--- src/rtl/mem_port_arbiter_if.sv ---
// rtl/mem_port_arbiter_if.sv - requester handshakes and memory pins of the two-port memory arbiter
interface mem_port_arbiter_if #(
  parameter int AW = 12,
  parameter int DW = 16
);
  logic          req0, req1;
  logic          we0, we1;
  logic [AW-1:0] addr0, addr1;
  logic [DW-1:0] wdata0, wdata1;
  logic          ack0, ack1;
  logic          err0, err1;
  logic [DW-1:0] rdata0, rdata1;
  logic          busy;
  logic          mem_read;
  logic          mem_write;
  logic [AW-1:0] mem_address;
  logic [DW-1:0] mem_data_in;
  logic [DW-1:0] mem_data_out;

  modport slave (
    input  req0, req1, we0, we1, addr0, addr1, wdata0, wdata1, mem_data_out,
    output ack0, ack1, err0, err1, rdata0, rdata1, busy,
           mem_read, mem_write, mem_address, mem_data_in
  );

  modport master (
    output req0, req1, we0, we1, addr0, addr1, wdata0, wdata1, mem_data_out,
    input  ack0, ack1, err0, err1, rdata0, rdata1, busy,
           mem_read, mem_write, mem_address, mem_data_in
  );
endinterface

--- src/rtl/mem_port_arbiter.sv ---
// rtl/mem_port_arbiter.sv - round-robin arbiter sharing one memory port between fetch and load/store
module mem_port_arbiter #(
  parameter int AW        = 12,
  parameter int DW        = 16,
  parameter int MEM_DEPTH = 12
) (
  input  logic                 clk,
  input  logic                 rst,
  mem_port_arbiter_if.slave    bus
);

  typedef enum logic [1:0] {IDLE, ACCESS, ACK} state_t;

  state_t        state, state_nxt;
  logic          last_grant;
  logic          sel;
  logic          lat_we;
  logic [AW-1:0] addr_q;
  logic [DW-1:0] wdata_q;
  logic [DW-1:0] rdata0_q, rdata1_q;

  logic          grant_any;
  logic          grant_idx;
  logic          addr_ok;
  logic [DW-1:0] rdata_nxt;

  always_ff @(posedge clk) begin
    if (rst) begin
      state      <= IDLE;
      last_grant <= 1'b1;
      sel        <= 1'b0;
      lat_we     <= 1'b0;
      addr_q     <= '0;
      wdata_q    <= '0;
      rdata0_q   <= '0;
      rdata1_q   <= '0;
    end else begin
      state <= state_nxt;
      if (state == IDLE && grant_any) begin
        sel        <= grant_idx;
        last_grant <= grant_idx;
        lat_we     <= grant_idx ? bus.we1    : bus.we0;
        addr_q     <= grant_idx ? bus.addr1  : bus.addr0;
        wdata_q    <= grant_idx ? bus.wdata1 : bus.wdata0;
      end
      // Result lands in the winner's register so it is stable throughout ACK.
      if (state == ACCESS) begin
        if (sel) rdata1_q <= rdata_nxt;
        else     rdata0_q <= rdata_nxt;
      end
    end
  end

  always_comb begin
    state_nxt       = state;
    grant_any       = bus.req0 | bus.req1;
    grant_idx       = (bus.req0 & bus.req1) ? ~last_grant : bus.req1;
    addr_ok         = 32'(addr_q) < MEM_DEPTH;
    rdata_nxt       = (!lat_we && addr_ok) ? bus.mem_data_out : '0;
    bus.mem_read    = 1'b0;
    bus.mem_write   = 1'b0;
    bus.ack0        = 1'b0;
    bus.ack1        = 1'b0;
    bus.err0        = 1'b0;
    bus.err1        = 1'b0;
    bus.busy        = (state != IDLE);
    bus.mem_address = addr_q;
    bus.mem_data_in = wdata_q;
    bus.rdata0      = rdata0_q;
    bus.rdata1      = rdata1_q;

    case (state)
      IDLE: begin
        if (grant_any) state_nxt = ACCESS;
      end
      ACCESS: begin
        bus.mem_write = addr_ok &  lat_we;
        bus.mem_read  = addr_ok & ~lat_we;
        state_nxt     = ACK;
      end
      ACK: begin
        bus.ack0  = ~sel;
        bus.ack1  =  sel;
        bus.err0  = ~sel & ~addr_ok;
        bus.err1  =  sel & ~addr_ok;
        state_nxt = IDLE;
      end
      default: state_nxt = IDLE;
    endcase
  end

endmodule

--- src/flat_wrapper.sv ---
// flat-port wrapper written by rule: the top's interface ports become plain ports
module mem_port_arbiter_flat 
#(
  parameter int AW        = 12,
  parameter int DW        = 16,
  parameter int MEM_DEPTH = 12
)
  (clk, rst, bus_req0, bus_req1, bus_we0, bus_we1, bus_addr0, bus_addr1, bus_wdata0, bus_wdata1, bus_mem_data_out, bus_ack0, bus_ack1, bus_err0, bus_err1, bus_rdata0, bus_rdata1, bus_busy, bus_mem_read, bus_mem_write, bus_mem_address, bus_mem_data_in);
  mem_port_arbiter_if #(.AW(AW), .DW(DW)) bus_i ();
  input  logic clk;
  input  logic rst;
  input wire logic [$bits(bus_i.req0)-1:0] bus_req0;
  input wire logic [$bits(bus_i.req1)-1:0] bus_req1;
  input wire logic [$bits(bus_i.we0)-1:0] bus_we0;
  input wire logic [$bits(bus_i.we1)-1:0] bus_we1;
  input wire logic [$bits(bus_i.addr0)-1:0] bus_addr0;
  input wire logic [$bits(bus_i.addr1)-1:0] bus_addr1;
  input wire logic [$bits(bus_i.wdata0)-1:0] bus_wdata0;
  input wire logic [$bits(bus_i.wdata1)-1:0] bus_wdata1;
  input wire logic [$bits(bus_i.mem_data_out)-1:0] bus_mem_data_out;
  output wire logic [$bits(bus_i.ack0)-1:0] bus_ack0;
  output wire logic [$bits(bus_i.ack1)-1:0] bus_ack1;
  output wire logic [$bits(bus_i.err0)-1:0] bus_err0;
  output wire logic [$bits(bus_i.err1)-1:0] bus_err1;
  output wire logic [$bits(bus_i.rdata0)-1:0] bus_rdata0;
  output wire logic [$bits(bus_i.rdata1)-1:0] bus_rdata1;
  output wire logic [$bits(bus_i.busy)-1:0] bus_busy;
  output wire logic [$bits(bus_i.mem_read)-1:0] bus_mem_read;
  output wire logic [$bits(bus_i.mem_write)-1:0] bus_mem_write;
  output wire logic [$bits(bus_i.mem_address)-1:0] bus_mem_address;
  output wire logic [$bits(bus_i.mem_data_in)-1:0] bus_mem_data_in;
  assign bus_i.req0 = bus_req0;
  assign bus_i.req1 = bus_req1;
  assign bus_i.we0 = bus_we0;
  assign bus_i.we1 = bus_we1;
  assign bus_i.addr0 = bus_addr0;
  assign bus_i.addr1 = bus_addr1;
  assign bus_i.wdata0 = bus_wdata0;
  assign bus_i.wdata1 = bus_wdata1;
  assign bus_i.mem_data_out = bus_mem_data_out;
  assign bus_ack0 = bus_i.ack0;
  assign bus_ack1 = bus_i.ack1;
  assign bus_err0 = bus_i.err0;
  assign bus_err1 = bus_i.err1;
  assign bus_rdata0 = bus_i.rdata0;
  assign bus_rdata1 = bus_i.rdata1;
  assign bus_busy = bus_i.busy;
  assign bus_mem_read = bus_i.mem_read;
  assign bus_mem_write = bus_i.mem_write;
  assign bus_mem_address = bus_i.mem_address;
  assign bus_mem_data_in = bus_i.mem_data_in;
  mem_port_arbiter #(.AW(AW), .DW(DW), .MEM_DEPTH(MEM_DEPTH)) u_core (.clk(clk), .rst(rst), .bus(bus_i));
endmodule
--- config.mk ---
export PLATFORM = sky130hd
export DESIGN_NAME = mem_port_arbiter_flat
export DESIGN_NICKNAME = d
export VERILOG_FILES = /design/src/rtl/mem_port_arbiter_if.sv /design/src/rtl/mem_port_arbiter.sv /design/src/flat_wrapper.sv
export SDC_FILE = /design/constraint.sdc
export NUM_CORES = 1
export LEC_CHECK = 0
export ABC_CLOCK_PERIOD_IN_PS = 3440
export BUFFER_PORTS_ARGS = -buffer_cell sky130_fd_sc_hd__buf_2
export CAP_MARGIN = 40
export CORE_MARGIN = 2
export CORE_UTILIZATION = 47
export DETAILED_ROUTE_END_ITERATION = 8
export GPL_ROUTABILITY_DRIVEN = 1
export PLACE_DENSITY = 0.82
export SYNTH_ARGS = -nofsm -noshare
export SYNTH_HDL_FRONTEND = slang
export SYNTH_SLANG_ARGS = --single-unit
--- constraint.sdc ---
create_clock -name clk -period 3.44 [get_ports clk]
set_input_delay 0.172 -clock clk [delete_from_list [all_inputs] [get_ports clk]]
set_output_delay 0.172 -clock clk [all_outputs]
set_load 0.03 [all_outputs]
==> Flow_metrics.wiki <==
{| class="wikitable"
! Metric !! Value
|-
| Final clock skew || 6.95 ps
|-
| Leak Pwr || 1.67 nW
|-
| Met1 wire length || 3.02 mm
|-
| Setup-failing EPs final || 0
|-
| Critical path data arrival time || 2130 ps
|-
| Max-cap check violation count || 0
|-
| Number of cells upsized or downsized after cts || 0
|-
| Total gr overflow || 0
|-
| Deepest clock path buffer count || 2
|-
| Netlist cell types || 29
|-
| Clock transition at the registers of the reported paths || 80 ps
|-
| Detail Placement HPWL || 5.19 mm
|-
| DRC violations left || 0
|-
| Latest clock arrival within the worst-skew pair || 340 ps
|-
| Standard-cell row count || 27
|-
| Number of top-level pins || 145
|-
| Setup slack after placement || 1500 ps
|-
| Global-route wire length before repair || 11.6 mm
|-
| Syn avg cell area || 9.58 um^2
|-
| Relative max-transition margin || 51.8%
|-
| Ys async rst share || 0%
|-
| Clock root buffer master || clkbuf_8
|-
| Uppermost metal layer occupied by signal nets || met4
|-
| Pin count of the biggest net entering global routing || 38
|-
| Worst min-delay path category || in -> reg
|-
| CP top delay family || simple AND/OR/NAND/NOR gates
|-
| Slowest CP cell || or4_1
|-
| Buffers and inverters on the worst path || 1
|-
| Drt pass-1 iters || 4
|-
| Met2 Routed Length || 3.63 mm
|-
| Detailed-route wire length || 7.38 mm
|-
| Maximum VDD drop || 0.269 mV
|-
| Hold violation count in the final report || 0
|-
| Post-cts hold buffer count || 0
|-
| Final worst path period share || 66.9%
|-
| End point of the most critical hold path || u_core.bus.rdata0[12]
|-
| Vias in the first global route || 2,592
|-
| Routed met3 length || 625 um
|-
| Number of cell instances on the worst register-to-register path || 4
|-
| Logic gate share of total power || 21.6%
|-
| Switch share || 33.3%
|-
| Area taken by multi-input logic gates || 0.00117 mm^2
|-
| Worst endpoint required time || 3270 ps
|-
| Total power of the final layout || 1.80 mW
|-
| Setup slack on the worst flop-to-flop path || 1550 ps
|-
| Net count of the mapped netlist || 349
|-
| Clock Sink Count || 65
|-
| Slew Limit Fails || 0
|-
| Filler cell count || 488
|-
| Fraction of layout cells with a size suffix above 1 || 43.6%
|-
| # Post-CTS Setup Buffers || 0
|-
| Switching Power || 599 uW
|-
| Syn-to-layout area delta || 35.7%
|-
| Most numerous cell types in the synthesized netlist || dfxtp_1, nand2_1, a21oi_1
|-
| Tmin final || 2300 ps
|-
| Largest stage delay, worst path || 600 ps
|-
| Highest Clock Rate || 435 MHz
|-
| Initial standard-cell utilization of the core || 48.0%
|-
| Worst setup SP type || flip-flop
|-
| Final core utilization || 65.2%
|-
| Number of DRC markers in iteration 0 || 65
|-
| GR Util All Layers || 24.0%
|-
| Core Box Area || 0.00541 mm^2
|-
| Worst hold path depth || 2
|-
| Total Neg Setup Slack || 0 ps
|-
| Hold Crit Start || bus_mem_data_out[12]
|-
| Number of buffer cells added on primary ports || 144
|-
| TritonCTS clock tree || done
|-
| Number of nets in the layout || 484
|-
| Share of power burned in the clock network || 31.9%
|-
| Count of warnings emitted by yosys || 0
|-
| Final Wtd Congestion || 0.752
|-
| Share of synthesized area occupied by flip-flops and latches || 50.1%
|-
| Total clock buffers created by CTS || 9
|-
| Type of destination of the critical path || output port
|-
| Post-route antenna net violation count || 0
|-
| Worst slew pin tran || 724 ps
|-
| Total via count in the routed design || 2,698
|-
| Cell with the most instances after synthesis || dfxtp_1
|-
| Top fanout value on the critical path || 4
|-
| Worst path setup slack after routing || 1140 ps
|-
| Internal power || 1.20 mW
|-
| Count of flip-flops with a built-in enable after synthesis || 0
|-
| Start-to-end type of the worst setup path || reg -> out
|-
| Number of levels in the clock H-tree || 3
|-
| Largest area contributor in the synthesized netlist || dfxtp_1
|-
| Sequential cell fraction of total power || 46.5%
|-
| Die Area || 0.00613 mm^2
|-
| Share of the synthesized area in the top cell type || 50.1%
|-
| DR vias/cell || 5.59
|-
| Worst reg2reg startpoint || u_core.bus.mem_address[4]
|-
| Cell Area, Synth || 0.00259 mm^2
|-
| Leading register cell type out of synthesis || dfxtp_1
|-
| Cell types occupying the most area after synthesis || dfxtp_1, a32o_1, a311oi_1, nand2_1, a21oi_1
|-
| Outcome || completed
|-
| Sequential standard cell area || 0.00130 mm^2
|-
| Total power divided by cell area || 511 mW/mm^2
|-
| Average wire per standard cell || 15.3 um
|-
| Syn Inst Count || 271
|-
| Capture instance of the worst register-to-register path || u_core.bus.rdata0[5]
|-
| Die outline width || 78.3 um
|-
| RSZ-0062 raised after global routing || false
|-
| Final antenna diode count || 0
|-
| Number of antenna violations at the first check in global routing || 0
|-
| Vert. Die Dim || 78.3 um
|-
| FF+latch count, synth || 65
|-
| List of cells traversed by the critical path || or4_1, a211oi_1, nor4bb_1, buf_2
|}
worst max-delay path by stage:
| stage | from | cells after the start | end | slack [ps] |
|---|---|---|---|---|
| final | u_core.bus.mem_address[4] | 4 | bus_mem_read | 1140 |
| after detailed placement | u_core.bus.mem_address[4] | 4 | bus_mem_read | 1500 |
| after global placement | u_core.state[1] | 3 | u_core.bus.rdata1[2] | 1530 |
| after global routing | u_core.bus.mem_address[4] | 4 | bus_mem_read | 960 |
| after floorplan | u_core.bus.mem_address[11] | 3 | bus_mem_read | 960 |
| after CTS | u_core.bus.mem_address[4] | 4 | bus_mem_read | 1130 |
worst reg2reg max path: stages (launching register included):
cell and delay [ps]:
dfxtp_1 320, or4_1 600, a2111oi_4 320, buf_4 360, a32o_1 230
state kept, by name, summed over array words and instances (netlist names):
name and count:
u_core.last_grant 1, u_core.sel 1, u_core.bus.mem_address 12, u_core.lat_we 1, u_core.bus.rdata1 16, u_core.bus.mem_data_in 16, u_core.state 2, u_core.bus.rdata0 16
final cells by class:
| type | instances | share of cell area (%) |
|---|---|---|
| flip-flops and latches | 65 | 36.9 |
| clock inverters | 7 | 1.60 |
| well taps | 72 | 2.56 |
| multi-input cells | 178 | 33.3 |
| inverters | 1 | 0.107 |
| repair buffers | 151 | 22.0 |
| clock buffers | 9 | 3.52 |
through the flow:
stage          std cells  hold WS (ps)  instance area, um^2
2_1_floorplan        271           307                 2590
3_3_place_gp         465           420                 3330
3_5_place_dp         467           430                 3340
4_1_cts              483          73.4                 3520
5_1_grt              483          76.4                 3520
6_report             483          82.7                 3520
power by group through the flow:
stage | logic (mW) | clock network [mW] | registers (mW)
6_report | 0.389 | 0.575 | 0.837
5_1_grt | 0.419 | 0.618 | 0.844
4_1_cts | 0.391 | 0.588 | 0.837
3_5_place_dp | 0.391 | 0 | 0.853
3_3_place_gp | 0.382 | 0 | 0.851
2_1_floorplan | 0.173 | 0 | 0.932
routing by layer:
layer	vias to the layer above	global-route usage, %
met1	1249	27.4
met3	12	7.13
met5	-	0
li1	1309	-
met2	128	41.8
met4	0	9.82
cell families (layout without fill, tap and decap cells):
kind of cell,after synthesis,count (layout),synth area share (%)
and+or+nand+nor,81,81,14.3
AOI/OAI and AO/OA,97,97,30.6
buffers and inverters,28,168,4.97
DFF,65,65,50.1
placed cells by master (no fill, tap or decap), drive strengths merged:
| master | count |
|---|---|
| a2111oi | 1 |
| a211oi | 1 |
| a21bo | 1 |
| a21boi | 1 |
| a21oi | 30 |
| a221o | 1 |
| a311oi | 29 |
| a31o | 1 |
| a32o | 31 |
| and3b | 2 |
| and4b | 1 |
| buf | 151 |
| clkbuf | 9 |
| clkinv | 5 |
| clkinvlp | 1 |
| dfxtp | 65 |
| inv | 2 |
| nand2 | 60 |
| nor2 | 5 |
| nor2b | 3 |
| nor3 | 1 |
| nor3b | 4 |
| nor4bb | 1 |
| o21ai | 1 |
| or2 | 2 |
| or4 | 2 |
Power figures use the tool's default switching activity.
